$ cat src/rtl/full_adder_core.sv
// full_adder_core: registered ripple-carry adder built from 1-bit full-adder cells.
// Computes {carry_out, result} = a + b + carry_in and registers it with a latency of one clk.
// Optional feature macro FULL_ADDER_OVF_EN adds a registered signed-overflow output.
//
// Valid semantics: in_valid qualifies a, b and carry_in for the current rising edge. There is
// no ready/backpressure, so every in_valid beat is accepted. out_valid is high for exactly the
// cycle after a capture. While in_valid is low, the registered result/carry_out (and overflow)
// hold their last captured values and the operand inputs are ignored entirely.
module full_adder_core #(
  parameter int WIDTH = 1
) (
  input  logic             clk,
  input  logic             rst,
  input  logic             in_valid,
  input  logic [WIDTH-1:0] a,
  input  logic [WIDTH-1:0] b,
  input  logic             carry_in,
  output logic             out_valid,
  output logic [WIDTH-1:0] result,
`ifdef FULL_ADDER_OVF_EN
  output logic             overflow,
`endif
  output logic             carry_out
);

  // carry[i] is the carry into bit i; carry[WIDTH] is the carry out of the MSB.
  logic [WIDTH:0]   carry;
  logic [WIDTH-1:0] sum_comb;

  // One full-adder cell: returns {carry_next, sum_bit}.
  function automatic logic [1:0] fa_cell(input logic ai, input logic bi, input logic ci);
    logic p;
    p = ai ^ bi;
    return {(ai & bi) | (ci & p), p ^ ci};
  endfunction

  // Ripple the carry from bit 0 up to the MSB, one cell per bit.
  always_comb begin
    carry    = '0;
    sum_comb = '0;
    carry[0] = carry_in;
    for (int i = 0; i < WIDTH; i++) begin
      {carry[i+1], sum_comb[i]} = fa_cell(a[i], b[i], carry[i]);
    end
  end

`ifdef FULL_ADDER_OVF_EN
  // Signed overflow: carry into the MSB differs from carry out of it.
  // At WIDTH=1, carry[0] is carry_in, so this reduces to carry_out ^ carry_in.
  logic ovf_comb;

  // Derive signed overflow from the top two carries of the chain.
  always_comb begin
    ovf_comb = carry[WIDTH] ^ carry[WIDTH-1];
  end
`endif

  // Output stage: capture the sum on in_valid, otherwise hold; async reset clears everything.
  always_ff @(posedge clk or posedge rst) begin
    if (rst) begin
      out_valid <= 1'b0;
      result    <= '0;
      carry_out <= 1'b0;
`ifdef FULL_ADDER_OVF_EN
      overflow  <= 1'b0;
`endif
    end else begin
      out_valid <= in_valid;
      if (in_valid) begin
        result    <= sum_comb;
        carry_out <= carry[WIDTH];
`ifdef FULL_ADDER_OVF_EN
        overflow  <= ovf_comb;
`endif
      end
    end
  end

endmodule

$ cat config.mk
export PLATFORM = sky130hd
export DESIGN_NAME = full_adder_core
export DESIGN_NICKNAME = d
export VERILOG_FILES = /design/src/rtl/full_adder_core.sv
export SDC_FILE = /design/constraint.sdc
export NUM_CORES = 1
export LEC_CHECK = 0
export BUFFER_PORTS_ARGS = -buffer_cell sky130_fd_sc_hd__clkbuf_2
export CAP_MARGIN = 30
export CORE_AREA = 5 5 42 44
export CTS_CLUSTER_DIAMETER = 80
export DETAILED_ROUTE_END_ITERATION = 6
export DIE_AREA = 0 0 47 49
export PLACE_DENSITY = 0.35
export SYNTH_ARGS = -nofsm -noshare
export SYNTH_HDL_FRONTEND = slang
export SYNTH_SLANG_ARGS = --single-unit
$ cat constraint.sdc
create_clock -name clk -period 1.66 [get_ports clk]
set_clock_uncertainty 0.1 [all_clocks]
set_input_delay 0.249 -clock clk [delete_from_list [all_inputs] [get_ports clk]]
set_output_delay 0.249 -clock clk [all_outputs]
set_load 0.01 [all_outputs]
==> results.json <==
{
  "ys.flop_type": "dfrtp_1",
  "max_stage_delay_ns": 0.37,
  "die-width_um": 47,
  "synthArstFlopShare_pct": 100,
  "fin_tns_setup_ns": 0,
  "cts_sinks": 3,
  "synth_area_sq_um": 121,
  "cts_max_path_buffers": 2,
  "num_vias": 104,
  "yosys.cell_types.count": 4,
  "root_buffer": "clkbuf_4",
  "yosysTopAreaCellShare_pct": 61.9,
  "ir_drop_mv": 0.193,
  "routedWlPerCell_um": 9.33,
  "hold_buffers": 1,
  "cp.buffers_inverters": 1,
  "powerDensity_mw_per_mm2": 1150,
  "io_buffer_count": 8,
  "finalCriticalPeriod_ns": 1.09,
  "antenna_found_initial": 0,
  "cts_resized": 0,
  "yosys-top-cells-area": "dfrtp_1 (62%), mux2_2 (19%), fa_1 (16%)",
  "whs_ns": 0.0671,
  "vias_per_cell": 2.89,
  "num_rows": 14,
  "crit_arrival_ns": 0.74,
  "maxCapViolations": 0,
  "rsz0062_at_grt": "no",
  "route.detailed.drc": 0,
  "startpoint": "carry_out",
  "nNetsFinal": 28,
  "yosysMostFrequentCell": "dfrtp_1",
  "crit_family": "flip-flops",
  "path_clk_slew_ns": 0.04,
  "worst_pin_slew_ns": 0.108,
  "dp_slack_ns": 0.344,
  "worst-path-max-fanout": 2,
  "start_util_pct": 8.66,
  "avgSynthCellArea_sq_um": 17.3,
  "slew_violations": 0,
  "fillerInstances": 165,
  "critical_path.slowest_cell": "dfrtp_1",
  "core_area_sq_mm": 0.00140,
  "antennaDiodeCount": 0,
  "hold_path_class": "in -> reg",
  "finalSetupViolations": 0,
  "clock_latency_ns": 0.23,
  "hold_viol": 0,
  "postRouteAntennaNets": 0,
  "end_kind": "output port",
  "grt_pass1_wl_um": 552,
  "max_freq_mhz": 921,
  "p_leak_uw": 0.000108,
  "cts_tree": "done",
  "netlist.top_cell.by_area": "dfrtp_1",
  "cts_buffers": 3,
  "dieHeight_um": 49,
  "io_pins": 9,
  "crit_type": "reg -> out",
  "first_global_vias": 144,
  "worstSetupStartpointType": "register",
  "synth_seq_area_share_pct": 61.9,
  "status": "complete, no violations",
  "worstHoldStart": "in_valid",
  "htree_levels": 1,
  "grt_max_degree": 4,
  "timing.final.ws_setup_ns": 0.574,
  "synthCells": 7,
  "post_cts_buffers": 0,
  "syn-num-nets": 14,
  "gr-total-overflow": 0,
  "die-area_sq_mm": 0.00230,
  "finalCritPeriodShare_pct": 65.4,
  "ys_warn_count": 0,
  "r2r_slack_ns": 0.81,
  "drive_gt1_share_pct": 65.0,
  "slew_headroom_pct": 92.8,
  "routed_wl_um": 336,
  "yosys_register_bits": 3,
  "path_cells": "clkbuf_2",
  "drtIter0Drc": 0,
  "grt_usage_pct": 3.74,
  "area_growth_pct": 79.4,
  "synthTopCellsByCount": "dfrtp_1 (3), mux2_2 (2), fa_1 (1), inv_1 (1)",
  "synth-edff-count": 0,
  "place.gp.congestion": 0.764,
  "timing.rr.start": "carry_out",
  "cp.required_ns": 1.31,
  "first_pass_iters": 1
}
[routing by layer]
| layer | vias up | GRT usage [%] | part of all wire [%] |
|---|---|---|---|
| met5 | - | 0 | 0 |
| met4 | 0 | 2.76 | 0 |
| met3 | 0 | 4.43 | 23 |
| met2 | 9 | 4.07 | 34 |
| met1 | 47 | 3.77 | 43 |
| li1 | 48 | - | - |
[state kept, by name, summed over array words and instances (netlist names)]
name / cells
result: 1
carry_out: 1
out_valid: 1
[cell usage in the layout (no fill, tap or decap), drive strengths merged]
| cell type | n |
|---|---|
| dlygate4sd3 | 1 |
| fa | 1 |
| dfrtp | 3 |
| mux2 | 2 |
| clkbuf | 12 |
| inv | 1 |
[final timing paths]
path	end	cells past startpoint
setup / recovery	carry_out	1
hold / removal	out_valid	1
setup reg to reg	carry_out	1
hold reg to reg	result	1
max in group asynchronous	result	3
min in group asynchronous	out_valid	3
[final cells by class]
class / instances / area [sq um] / share of cell area [%]
sequential: 3 / 75.1 / 34.5
timing repair buffer: 9 / 50.0 / 23.0
multi-input combinational: 3 / 42.5 / 19.5
clock buffer: 4 / 26.3 / 12.1
tap: 16 / 20.0 / 9.20
inverter: 1 / 3.75 / 1.72
[metrics by stage]
| stage | util [%] | area (sq um) | std cells | total power, uW |
|---|---|---|---|---|
| 6_report | 15.5 | 218 | 36 | 251 |
| 3_3_place_gp | 12.9 | 181 | 31 | 122 |
| 3_5_place_dp | 12.9 | 181 | 31 | 125 |
| 5_1_grt | 15.5 | 218 | 36 | 270 |
| 2_1_floorplan | - | 121 | 7 | 103 |
| 4_1_cts | 15.5 | 218 | 36 | 259 |
[power by group]
part / switching [uW] / leakage [uW] / internal (uW)
Clock: 37.0 / 0.0000150 / 90.0
Sequential: 4.44 / 0.0000350 / 82.7
Combinational: 17.1 / 0.0000579 / 20.1
[cells by family (layout without fill, tap and decap cells)]
logic type / after synthesis / after routing / synth area share, %
muxes: 2 / 2 / 18.6
adders and majority gates: 1 / 1 / 16.5
buffers and inverters: 1 / 14 / 3.09
DFF: 3 / 3 / 61.9
Power figures use the tool's default switching activity.
